## src/rtl/daq_sample_writer_pkg.sv

```systemverilog
// daq_sample_writer_pkg: writer FSM encoding, Wishbone CTI codes
// and frame-length helper shared by the sample writer files.
package daq_sample_writer_pkg;

  typedef enum logic [1:0] {
    ST_IDLE,
    ST_REQ,
    ST_WAIT,
    ST_ERROR
  } state_t;

  localparam logic [2:0] CTI_CLASSIC = 3'b000;
  localparam logic [2:0] CTI_INCR    = 3'b010;
  localparam logic [2:0] CTI_EOB     = 3'b111;

  localparam logic [3:0] SEL_WORD = 4'hF;
  localparam logic [1:0] BTE_LIN  = 2'b00;

  // A zero-length frame behaves as a single-sample frame.
  function automatic logic [15:0] eff_len(
    input logic [15:0] len
  );
    return (len == 16'd0) ? 16'd1 : len;
  endfunction

endpackage

```

## src/rtl/daq_sample_fifo.sv

```systemverilog
// daq_sample_fifo: first-word-fall-through sample buffer.
// Exposes the head and the entry behind it for back-to-back issue.
module daq_sample_fifo
  import daq_sample_writer_pkg::*;
#(
  parameter int DEPTH = 16
) (
  input  logic                   clk,
  input  logic                   rst_n,
  input  logic                   push,
  input  logic                   pop,
  input  logic [31:0]            data,
  output logic [31:0]            head,
  output logic [31:0]            head_nxt,
  output logic [$clog2(DEPTH):0] count,
  output logic                   full,
  output logic                   empty
);

  localparam int AW = $clog2(DEPTH);
  localparam logic [AW-1:0] P_ONE = 1;
  localparam logic [AW:0]   C_ONE = 1;
  localparam logic [AW:0]   C_MAX = DEPTH;

  logic [31:0]   mem [DEPTH];
  logic [AW-1:0] wr_ptr;
  logic [AW-1:0] rd_ptr;
  logic          do_push;
  logic          do_pop;

  assign empty    = (count == '0);
  assign full     = (count == C_MAX);
  assign do_pop   = pop && !empty;
  assign do_push  = push && (!full || do_pop);
  assign head     = mem[rd_ptr];
  assign head_nxt = mem[rd_ptr + P_ONE];

  always_ff @(posedge clk) begin
    if (!rst_n) begin
      wr_ptr <= '0;
      rd_ptr <= '0;
      count  <= '0;
    end else begin
      if (do_push)
        wr_ptr <= wr_ptr + P_ONE;
      if (do_pop)
        rd_ptr <= rd_ptr + P_ONE;
      case ({do_push, do_pop})
        2'b10:   count <= count + C_ONE;
        2'b01:   count <= count - C_ONE;
        default: count <= count;
      endcase
    end
  end

  always_ff @(posedge clk) begin
    if (do_push)
      mem[wr_ptr] <= data;
  end

endmodule

```

## src/rtl/daq_sample_writer.sv

```systemverilog
// daq_sample_writer: drains ADC samples into an SRAM frame ring via Wishbone.
// Define DAQ_SAMPLE_WRITER_BURST_EN for incrementing bursts (classic otherwise).
module daq_sample_writer
  import daq_sample_writer_pkg::*;
#(
  parameter int FIFO_DEPTH = 16,
  parameter int ADR_WIDTH  = 32
) (
  input  logic                 wb_clk,
  input  logic                 wb_rst,
  input  logic                 enable,
  input  logic [ADR_WIDTH-1:0] start_address,
  input  logic [15:0]          frame_length,
  input  logic                 sample_valid,
  input  logic [31:0]          sample_data,
  output logic [ADR_WIDTH-1:0] wb_master_adr_o,
  output logic [31:0]          wb_master_dat_o,
  output logic [3:0]           wb_master_sel_o,
  output logic                 wb_master_we_o,
  output logic                 wb_master_cyc_o,
  output logic                 wb_master_stb_o,
  output logic [2:0]           wb_master_cti_o,
  output logic [1:0]           wb_master_bte_o,
  input  logic [31:0]          wb_master_dat_i,
  input  logic                 wb_master_ack_i,
  input  logic                 wb_master_err_i,
  input  logic                 wb_master_rty_i,
  output logic                 frame_done,
  output logic                 overflow,
  output logic                 bus_error,
  output logic                 busy
);

  localparam int CW = $clog2(FIFO_DEPTH) + 1;
  localparam logic [CW-1:0]        C_ONE = 1;
  localparam logic [ADR_WIDTH-1:0] WSTEP = 4;

  state_t state;
  state_t state_d;

  logic [ADR_WIDTH-1:0] ptr;
  logic [ADR_WIDTH-1:0] ptr_cur;
  logic [ADR_WIDTH-1:0] adr_d;
  logic [15:0]          idx;
  logic [15:0]          flen;
  logic [31:0]          head;
  logic [31:0]          head_nxt;
  logic [31:0]          dat_d;
  logic [CW-1:0]        count;
  logic [2:0]           cti_d;
  logic [2:0]           cti_issue;
  logic                 en_q;
  logic                 en_rise;
  logic                 push;
  logic                 pop;
  logic                 drop;
  logic                 full;
  logic                 empty;
  logic                 last;
  logic                 more;
  logic                 cyc_d;
  logic                 stb_d;

  wire unused_dat_i = ^wb_master_dat_i;

  assign en_rise = enable && !en_q;
  assign ptr_cur = en_rise ? start_address : ptr;
  assign flen    = eff_len(frame_length);
  assign last    = ({1'b0, idx} + 17'd1) >= {1'b0, flen};
  assign pop     = (state == ST_WAIT)
                && wb_master_ack_i && !wb_master_err_i;
  assign push    = sample_valid && enable && (!full || pop);
  assign drop    = sample_valid && enable && full && !pop;
  assign more    = enable && ((count > C_ONE) || push);
  assign busy    = wb_master_cyc_o || !empty;

  assign wb_master_bte_o = BTE_LIN;

`ifdef DAQ_SAMPLE_WRITER_BURST_EN
  logic [15:0]   idx_cur;
  logic [CW-1:0] cnt_after;
  logic [2:0]    cti_cont;
  logic          last_cur;
  logic          last_nxt;

  assign idx_cur   = en_rise ? 16'd0 : idx;
  assign last_cur  = ({1'b0, idx_cur} + 17'd1) >= {1'b0, flen};
  assign last_nxt  = ({1'b0, idx} + 17'd2) >= {1'b0, flen};
  assign cnt_after = count - C_ONE + {{(CW-1){1'b0}}, push};
  assign cti_issue = ((count == C_ONE) || last_cur)
                   ? CTI_EOB : CTI_INCR;
  assign cti_cont  = ((cnt_after == C_ONE) || last_nxt)
                   ? CTI_EOB : CTI_INCR;
`else
  wire unused_nxt = ^head_nxt;
  assign cti_issue = CTI_CLASSIC;
`endif

  daq_sample_fifo #(
    .DEPTH(FIFO_DEPTH)
  ) u_fifo (
    .clk     (wb_clk),
    .rst_n   (wb_rst),
    .push    (push),
    .pop     (pop),
    .data    (sample_data),
    .head    (head),
    .head_nxt(head_nxt),
    .count   (count),
    .full    (full),
    .empty   (empty)
  );

  always_comb begin
    state_d = state;
    cyc_d   = 1'b0;
    stb_d   = 1'b0;
    adr_d   = wb_master_adr_o;
    dat_d   = wb_master_dat_o;
    cti_d   = wb_master_cti_o;
    unique case (state)
      ST_IDLE: begin
        if (enable && !empty) begin
          state_d = ST_REQ;
          cyc_d   = 1'b1;
          stb_d   = 1'b1;
          adr_d   = ptr_cur;
          dat_d   = head;
          cti_d   = cti_issue;
        end
      end
      ST_REQ: begin
        state_d = ST_WAIT;
        cyc_d   = 1'b1;
        stb_d   = 1'b1;
        adr_d   = ptr;
        dat_d   = head;
        cti_d   = cti_issue;
      end
      ST_WAIT: begin
        cyc_d = 1'b1;
        stb_d = 1'b1;
        if (wb_master_err_i) begin
          state_d = ST_ERROR;
          cyc_d   = 1'b0;
          stb_d   = 1'b0;
        end else if (wb_master_ack_i) begin
          if (!more) begin
            state_d = ST_IDLE;
            cyc_d   = 1'b0;
            stb_d   = 1'b0;
          end
`ifdef DAQ_SAMPLE_WRITER_BURST_EN
          else if (wb_master_cti_o == CTI_EOB) begin
            state_d = ST_IDLE;
            cyc_d   = 1'b0;
            stb_d   = 1'b0;
          end else begin
            // Burst continues: next word is already behind the head.
            adr_d = ptr + WSTEP;
            dat_d = head_nxt;
            cti_d = cti_cont;
          end
`else
          else begin
            state_d = ST_REQ;
            stb_d   = 1'b0;
          end
`endif
        end else if (wb_master_rty_i) begin
          state_d = ST_REQ;
          stb_d   = 1'b0;
        end
      end
      ST_ERROR: begin
        if (!enable)
          state_d = ST_IDLE;
      end
      default: state_d = ST_IDLE;
    endcase
  end

  always_ff @(posedge wb_clk) begin
    if (!wb_rst) begin
      state           <= ST_IDLE;
      wb_master_adr_o <= '0;
      wb_master_dat_o <= '0;
      wb_master_sel_o <= '0;
      wb_master_we_o  <= 1'b0;
      wb_master_cyc_o <= 1'b0;
      wb_master_stb_o <= 1'b0;
      wb_master_cti_o <= CTI_CLASSIC;
      en_q            <= 1'b0;
      ptr             <= '0;
      idx             <= '0;
      frame_done      <= 1'b0;
      overflow        <= 1'b0;
      bus_error       <= 1'b0;
    end else begin
      state           <= state_d;
      wb_master_adr_o <= adr_d;
      wb_master_dat_o <= dat_d;
      wb_master_sel_o <= cyc_d ? SEL_WORD : 4'h0;
      wb_master_we_o  <= cyc_d;
      wb_master_cyc_o <= cyc_d;
      wb_master_stb_o <= stb_d;
      wb_master_cti_o <= cti_d;
      en_q            <= enable;
      frame_done      <= pop && last;
      overflow        <= overflow | drop;
      bus_error       <= bus_error
                       | ((state == ST_WAIT) && wb_master_err_i);
      if (pop) begin
        if (last) begin
          ptr <= start_address;
          idx <= '0;
        end else begin
          ptr <= ptr + WSTEP;
          idx <= idx + 16'd1;
        end
      end else if (en_rise) begin
        ptr <= start_address;
        idx <= '0;
      end
    end
  end

endmodule
```

## config.mk

```make
export PLATFORM = sky130hd
export DESIGN_NAME = daq_sample_writer
export DESIGN_NICKNAME = d
export VERILOG_FILES = /design/src/rtl/daq_sample_writer_pkg.sv /design/src/rtl/daq_sample_fifo.sv /design/src/rtl/daq_sample_writer.sv
export SDC_FILE = /design/constraint.sdc
export NUM_CORES = 1
export LEC_CHECK = 0
export CORE_UTILIZATION = 40
export CTS_BUF_LIST = sky130_fd_sc_hd__clkbuf_16
export CTS_CLUSTER_SIZE = 12
export DETAILED_ROUTE_END_ITERATION = 16
export HOLD_SLACK_MARGIN = 0.02
export SYNTH_ARGS = -nofsm -noshare
export SYNTH_HDL_FRONTEND = slang
export SYNTH_SLANG_ARGS = --single-unit
```

## constraint.sdc

```tcl
create_clock -name wb_clk -period 7.71 [get_ports wb_clk]
set_input_delay 0.771 -clock wb_clk [delete_from_list [all_inputs] [get_ports wb_clk]]
set_output_delay 0.771 -clock wb_clk [all_outputs]
set_load 0.005 [all_outputs]
```

# Yosys cells after proc, flatten, opt, wreduce, memory -nomap -nowiden

Memories as Yosys holds them, arrays and structs flattened. A register that Yosys moved wholly into a read port is not among the register bits.
Index checks and enable logic that the tools add are counted.

Bitwise operators: 2
$lt $le $gt $ge: 2
Eq/ne operators: 9
Multiplexer cells: 35
Reduce and logical (&&, ||, !) cells: 30
Add/subtract/negate cells: 7

Operators by type and width:

| operator              | number |
|---|---|
| $mux 32               | 5 |
| $pmux 32 s2           | 2 |
| $mux 16               | 4 |
| $add 32x3->32 const B | 1 |
| $add 16x1->17 const B | 1 |
| $ge 17x16->1          | 1 |
| $add 16x1->16 const B | 1 |
| $logic_not 16->1      | 1 |
| $logic_and 1x1->1     | 13 |
| $mux 4                | 3 |
| $mux 1                | 10 |
| $mux 2                | 5 |
| $pmux 5 s2            | 1 |
| $add 4x1->4 const B   | 2 |
| $pmux 2 s4            | 1 |
| $eq 2x2->1 const B    | 3 |
| $pmux 1 s3            | 2 |
| $pmux 3 s2            | 1 |
| $reduce_bool 2->1     | 3 |
| $add 5x1->5 const B   | 1 |
| $eq 5x5->1 const B    | 1 |
| $gt 5x1->1 const B    | 1 |
| $logic_not 1->1       | 5 |
| $logic_not 5->1       | 1 |
| 10 further kinds      | 16 |

Flip-flop bits (word level): 140
Output and inout bits: 80
Memory bits (writable): 512
Input port bits: 119
Memories: 1

Memory list:

| name       | depth | bits a word | rd ports | clocked after memory_dff | write ports | line                  | RTL |
|---|---|---|---|---|---|---|---|
| u_fifo.mem | 16    | 32          | 1        | 1                        | 1           | daq_sample_fifo.sv:25 | `logic [31:0] mem [DEPTH];` |

# Logic depth before layout (Yosys ltp)

Gate-level depths: netlist of run 1.

Depth after elaboration: 12
Gate-level depth with buffers: 17
Mapped depth without buffers: 13

# Cells and area by module

A second synthesis of run 1 with hierarchy kept.

Cell total of the unflattened synthesis: 1891
Area, all modules: 30516.8 µm²

Modules (own cells, without submodules):

| module            | area each (µm²) | cells an instance | instances |
|---|---|---|---|
| daq_sample_fifo   | 24094.4         | 1022              | 1 |
| daq_sample_writer | 6422.4          | 869               | 1 |

# Least setup slack after synthesis of run 1

Ideal clock, no wire load.

Kind: input to register
Start point: input port wb_master_err_i
End point: memory u_fifo.mem[3][0], enable pin
Slack: 3452 ps
Cell stages on the path: 7
Arrival time: 3797 ps
Cells stage by stage: nor3b_1 -> nand2_1 -> nand4_1 -> nor2b_1 -> buf_2 -> nand2_1 -> nor3_1

Longest elaborated chain between the ends: 7
Elaborated cells between the ends (all ways): 9
Those cells by class: 2 x mux; 7 x reduce/logical

Ends and longest elaborated chain:

| what                                                         | line                                           | RTL |
|---|---|---|
| start, declared                                              | daq_sample_writer.sv:26                        | `input logic wb_master_err_i,` |
| $logic_not 1->1 *                                            | daq_sample_writer.sv:71                        | `&& wb_master_ack_i && !wb_master_err_i;` |
| $logic_and 1x1->1 *                                          | daq_sample_writer.sv:71                        |  |
| $logic_or 1x1->1 / $logic_and 1x1->1 (equally long branches) | daq_sample_writer.sv:72, daq_sample_fifo.sv:33 |  |
| $logic_and 1x1->1 / $logic_or 1x1->1 (equally long branches) | daq_sample_writer.sv:72, daq_sample_fifo.sv:34 |  |
| $logic_and 1x1->1 *                                          | daq_sample_fifo.sv:34                          | `assign do_push = push && (!full \|\| do_pop);` |
| $mux 1 *                                                     | daq_sample_fifo.sv:57                          | `if (do_push)` |
| $mux 1 (implied by the code) *                               | daq_sample_fifo.sv:58                          | `mem[wr_ptr] <= data;` |
| end, declared                                                | daq_sample_fifo.sv:25                          |  |

Every way passes the cells marked *; elsewhere a longest branch is shown, timed or not.

# Worst setup path after layout of run 1

Start point: register idx[2]
End point: register ptr[15]

Longest elaborated chain between the ends: 4

Ends and longest elaborated chain:

| what                   | line                     | RTL |
|---|---|---|
| start, declared        | daq_sample_writer.sv:44  | `logic [15:0] idx;` |
| start signal, assigned | daq_sample_writer.sv:219 | `idx <= idx + 16'd1;` |
| $add 16x1->17          | daq_sample_writer.sv:69  | `assign last = ({1'b0, idx} + 17'd1) >= {1'b0, flen};` |
| $ge 17x16->1           | daq_sample_writer.sv:69  |  |
| $mux 32                | daq_sample_writer.sv:214 | `if (last) begin` |
| $mux 32                | daq_sample_writer.sv:213 | `if (pop) begin` |
| end signal, assigned   | daq_sample_writer.sv:215 | `ptr <= start_address;` |
| end signal, assigned   | daq_sample_writer.sv:218 | `ptr <= ptr + WSTEP;` |
| end signal, assigned   | daq_sample_writer.sv:222 | `ptr <= start_address;` |
| end, declared          | daq_sample_writer.sv:41  | `logic [ADR_WIDTH-1:0] ptr;` |

No other way between the ends.
A chain may end at the register's enable or synchronous reset.

==> flow_summary.toml, run 1 <==
[status]
outcome = "completed"

[cts]
hold_buffers = 0
insertion_delay_ps = 610
post_cts_buffers = 0
post_cts_resized = 0
cts_buffers = 70
clkTransAtPathRegs_ps = 60
root_buffer = "clkbuf_16"
cts_buffer_depth = 3
cts_tree = "done"
cts.sinks = 649
cts_max_level = 3

[pwr]
ir_worst_vdd_mv = 0.165
power_switching_uw = 1590
intPower_uw = 5810
seq_power_share_pct = 52.4
p_leak_uw = 0.0104
power_switching_share_pct = 21.6
combPwrFrac_pct = 5.4
clock_power_share_pct = 42.2
powerDensity_mw_per_mm2 = 237

[route]
wl_met2_um = 29500
wirelength_met1_um = 25900
drtAntennaViolNets = 0
wl_per_cell_um = 22.6
via_per_inst = 5.38
met3RoutedLength_um = 3130
drt-total-wl_um = 59500
num_vias = 14130
drt_iter0_drc = 1152
drcViolationCount = 0
firstDrtPassIters = 5
top_layer = "met5"

[final_layout]
postLayoutCoreUtil_pct = 48.1
n_antenna_cell = 0
drive_above_1_share_pct = 19.3
syn2layout_area_growth_pct = 18.0
finalNetCount = 1864
finalNonFillerCells = 2626

[critical_path]
cp.required_ps = 8200
cp.arrival_ps = 5040
path_max_fanout = 38
start_kind = "flip-flop"
crit_path_end_kind = "flip-flop"
crit_family = "simple AND/OR/NAND/NOR gates"
timing.reg2reg.setup_slack_ps = 3160
worstPathCellList = "and4_1 -> and4_1 -> nand2_1 -> nor2_1 -> xor2_1 -> ha_1 -> and4_1 -> a41oi_1 -> a21oi_1 -> a311o_1 -> nor2_4 -> nand3_2 -> o311ai_2"
cp_slowest_stage_delay_ps = 930
critPathBufInv = 0
criticalPathCategory = "reg2reg"
critPathMostFrequentCell = "and4_1"
cp_slowest_cell = "nor2_4"

[sta]
skew_ps = 26.8
setup_violations = 0
tns_ps = 0
fmax_mhz = 220
rsz0062_at_grt = "no"
layout_worst_path_cycle_share_pct = 59.0
period_needed_ps = 4550
slew_headroom_pct = 23.3
maxSlewViolCount = 0
hold_viol_final = 0
tightest_slew_ps = 1150

[global_routing]
antenna_found_initial = 5
grt_pass1_vias = 14679
grt-ovfl-total = 0
grt_max_degree = 89
grt.total_usage_pct = 17.9
grt_pass1_wl_um = 90000

[place]
portBuffers = 161
place_congestion = 0.792
dpl.cell_count = 2501
dp_hpwl_um = 33100

[floorplanning]
die_h_um = 259
floorplan.die_area_mm2 = 0.0672
ioPinCount = 199
core_mm2 = 0.0649
die_w_um = 259
initial_core_util_pct = 40.8
std_cell_rows = 93

[min_path]
hold_path.class = "reg2reg"

[synthesis]
synthCells = 1550
syn_area_per_cell_um2 = 17.1
synth_edf_count = 512
synth-seq-cells = 649
async_reset_ff_share_pct = 0
yosysSeqAreaShare_pct = 68.4
synth.distinct_cells = 63
yosys_warnings = 0
synthesis.area_mm2 = 0.0265
synth_flop_cell = "edfxtp_1"

[flow_run]
maxCapViolCount = 0
metrics by stage:
step                      hold WS [ps]  cell area (µm²)  worst slack [ps]  total power [µW]
final                              461            31300              3160              7400
after global routing               480            31300              2790              7660
after CTS                          465            31300              3130              7490
after detailed placement           458            29100              3150              4360
after global placement             452            29100              3190              4350
after floorplan                    448            26500              3450              4130
worst min-delay path, stage by stage, from the launching register on:
cell and delay (ps):
dfxtp_1 300, nand2_1 50, a21boi_0 60
worst paths after layout:
check / start / to / cells after the start
setup reg to reg: idx[2] / ptr[15] / 13
hold / removal: wb_master_dat_o[30] / wb_master_dat_o[30] / 2
hold reg to reg: wb_master_dat_o[30] / wb_master_dat_o[30] / 2
setup / recovery: idx[2] / ptr[15] / 13
Yosys cell counts (11+ instances only):
master	n	share of area, %
edfxtp_1	512	58
mux4_2	160	14
nand2_1	159	2.3
dfxtp_1	137	10
clkbuf_1	53	0.75
nor2_1	38	0.54
a21boi_0	36	1.0
mux2i_1	34	1.3
o211a_1	32	1.2
ha_1	27	1.3
inv_1	26	0.37
nand3_1	26	0.49
xnor2_1	25	0.83
a22oi_1	20	0.57
buf_2	20	0.38
xor2_1	19	0.63
a21boi_1	17	0.48
nor2b_1	16	0.38
and2_1	15	0.35
o21ai_0	12	0.23
a21boi_2	11	0.47
buf_4	11	0.31
nand4_1	11	0.26
per-layer routing:
metal  up-vias  track usage (%)
li1       6424                -
met1      7290             23.8
met2       320             30.4
met3        88             3.61
met4         8             3.97
met5         -                0
kinds of logic after synthesis:
logic type	synth area share [%]
adders and majority gates	1.28
xor gates and xnor gates	1.45
AOI/OAI and AO/OA	6.19
DFF	68.4
muxes	14.9
and+or+nand+nor	5.61
other	0.0142
buffers and inverters	2.16
power groups by stage:
stage          sequential [µW]  clock, µW  combinational, µW
6_report                  3880       3120                403
3_3_place_gp              3950          0                402
3_5_place_dp              3950          0                410
2_1_floorplan             3940          0                188
5_1_grt                   3880       3340                444
4_1_cts                   3880       3200                411
flip-flops by register name, indices dropped and copies added, names as in the netlist, named ones only:
name             count
state                2
en_q                 1
wb_master_sel_o      1
wb_master_adr_o     32
bus_error            1
frame_done           1
ptr                 32
wb_master_dat_o     32
u_fifo.mem         512
wb_master_stb_o      1
overflow             1
u_fifo.count         5
u_fifo.rd_ptr        4
idx                 16
u_fifo.wr_ptr        4
cell type report:
class	instances	area, µm²
timing repair buffer	191	1830
tap	855	1070
clock inverter	51	303
multi-input combinational	780	7970
fill	5491	33700
inverter	26	97.6
clock buffer	74	1850
sequential	649	18100
cell usage in the layout, fill, tap and decap left out, types with 25 or more instances in the layout:
| cell | Yosys | routed |
|---|---|---|
| edfxtp_1 | 512 | 512 |
| mux4_2 | 160 | 160 |
| clkdlybuf4s50_1 | 0 | 160 |
| nand2_1 | 159 | 159 |
| dfxtp_1 | 137 | 133 |
| clkbuf_16 | 0 | 74 |
| inv_1 | 26 | 55 |
| a21boi_0 | 36 | 36 |
| mux2i_1 | 34 | 34 |
| o211a_1 | 32 | 32 |
| buf_4 | 11 | 31 |
| ha_1 | 27 | 27 |
| nand3_1 | 26 | 26 |
| nor2_1 | 38 | 25 |
| xnor2_1 | 25 | 25 |
Note: power is estimated with default switching activity, not from simulation.
==> inputs of run 2 (changes only) <==
Clock period 7.71 ns to 4.42 ns, I/O delays scaled along.
==> run 2 against run 1 <==
Die area did not move; register-to-register slack got worse by 2600 ps; wire length rose by 1.3%; worst setup slack got worse by 2600 ps; sequential power rose by 74%; flip-flop and latch count did not move; clock-buffer cell count did not move; power rose by 76%; hold slack got worse by 58 ps; critical endpoint is now ptr[9].
==> flow_summary.toml, run 2 (synthesis gave the netlist of run 1 again) <==
[critical_path]
cp.required_ps = 4950
start_kind = "flip-flop"
cp.arrival_ps = 4400
crit_path_end_kind = "flip-flop"
startpoint = "idx[2]"
r2r-start = "idx[2]"
timing.reg2reg.setup_slack_ps = 550
path_max_fanout = 9
criticalPathCategory = "reg2reg"
r2r-end = "ptr[9]"
reg2reg_depth = 13

[min_path]
hold-path-endpoint = "wb_master_adr_o[4]"
hold_path_startpoint = "wb_rst"
hold_path_depth = 2
hold_path.class = "in2reg"

[route]
num_vias = 14343
drt_iter0_drc = 1142
drcViolationCount = 0
firstDrtPassIters = 4
wl_per_cell_um = 22.7
drt-total-wl_um = 60200
drtAntennaViolNets = 0
via_per_inst = 5.40

[pwr]
powerDensity_mw_per_mm2 = 412
p_leak_uw = 0.0106
ir_worst_vdd_mv = 0.250

[cts]
root_buffer = "clkbuf_16"
cts_buffers = 71
post_cts_buffers = 0
clkTransAtPathRegs_ps = 60
cts_max_level = 3
hold_buffers = 0
insertion_delay_ps = 610
cts_buffer_depth = 3
cts.sinks = 649
post_cts_resized = 0
cts_tree = "done"

[sta]
period_needed_ps = 3870
setup_violations = 0
skew_ps = 22.0
layout_worst_path_cycle_share_pct = 87.5
hold_viol_final = 0
tns_ps = 0
maxSlewViolCount = 0
tightest_slew_ps = 1100
slew_headroom_pct = 26.2
fmax_mhz = 259
worst_slack_ps = 554
rsz0062_at_grt = "no"

[place]
dp_slack_ps = 618
place_congestion = 0.824
postPlaceCellArea_mm2 = 0.0294
portBuffers = 161
dp_hpwl_um = 35700

[global_routing]
use_met2_pct = 30.7
grt.busiest_layer = "met2"
grt_max_degree = 75
grt.total_usage_pct = 18.1
grtUsageMet1_pct = 23.7
antenna_found_initial = 6
grt_pass1_wl_um = 91000
grt-ovfl-total = 0
grt_use_met3_pct = 3.67
grt_pass1_vias = 15003

[floorplanning]
core_mm2 = 0.0649
initial_core_util_pct = 40.8
floorplan.die_area_mm2 = 0.0672
ioPinCount = 199
die_w_um = 259
die_h_um = 259
std_cell_rows = 93

[final_layout]
layout_common_cells = "edfxtp_1 (512), mux4_2 (160), clkdlybuf4s50_1 (160)"
syn2layout_area_growth_pct = 19.2
largest_reg_flops = 512
stdcell_area_mm2 = 0.0316
regMostFlops = "u_fifo.mem"
drive_above_1_share_pct = 20.2
postLayoutCoreUtil_pct = 48.6
mostFrequentLayoutCell = "edfxtp_1"
finalNetCount = 1887

[status]
outcome = "completed"

[flow_run]
maxCapViolCount = 0
## run 2: changes by cell type in the layout (fill, tap and decap cells not counted), sizes merged
cell    delta
buf       +22
inv        +5
diode      +1
bufinv     +1
## run 2: how the worst max path moves through the flow
stage / endpoint / slack [ps] / depth (start not counted)
after floorplan: u_fifo.mem[3][0] / 450 / 8
after global placement: ptr[25] / 610 / 13
after detailed placement: ptr[9] / 620 / 13
after CTS: ptr[9] / 560 / 13
after global routing: ptr[9] / 320 / 13
final: ptr[9] / 550 / 13
## run 2: metrics by stage
stage | hold WS (ps) | cells | power, µW
after floorplan | 448 | 1554 | 7210
after global routing | 423 | 2655 | 13500
final | 403 | 2655 | 13000
after CTS | 397 | 2654 | 13200
after global placement | 454 | 2523 | 7590
after detailed placement | 457 | 2523 | 7610
## run 2: worst max-delay path, stage by stage, from the launching register on
cell,delay (ps)
dfxtp_1,420
and4_1,290
and4_1,390
nand2_1,140
nor3_1,210
nor2_1,70
or2_2,300
ha_1,320
a21oi_1,190
o41ai_2,130
a311o_1,520
or2_1,460
a2bb2oi_2,200
a21boi_2,150
## run 2: power by group
part	switching (µW)	internal, µW	total, µW
registers	75.1	6690	6760
logic	364	347	711
clock network	2380	3160	5540
total	2820	10200	13000
## run 2: cell type report
class,count,area (µm²)
Antenna cell,1,2.50
Clock buffer,74,1850
Clock inverter,57,338
Fill cell,5402,33400
Inverter,26,97.6
Multi-Input combinational cell,780,7970
Sequential cell,649,18100
Tap cell,855,1070
Timing Repair Buffer,213,2110
## run 2: routing by layer
| metal | up-vias | part of all wire, % |
|---|---|---|
| met2 | 357 | 50 |
| met5 | - | 0.12 |
| met4 | 10 | 1.6 |
| met1 | 7428 | 43 |
| li1 | 6470 | - |
| met3 | 78 | 5.3 |
==> inputs of run 3 (changes only) <==
Settings changed: ABC_CLOCK_PERIOD_IN_PS set to 4420.
==> results of run 3 <==
Final layout, timing and power as in run 2 (identical DEF).
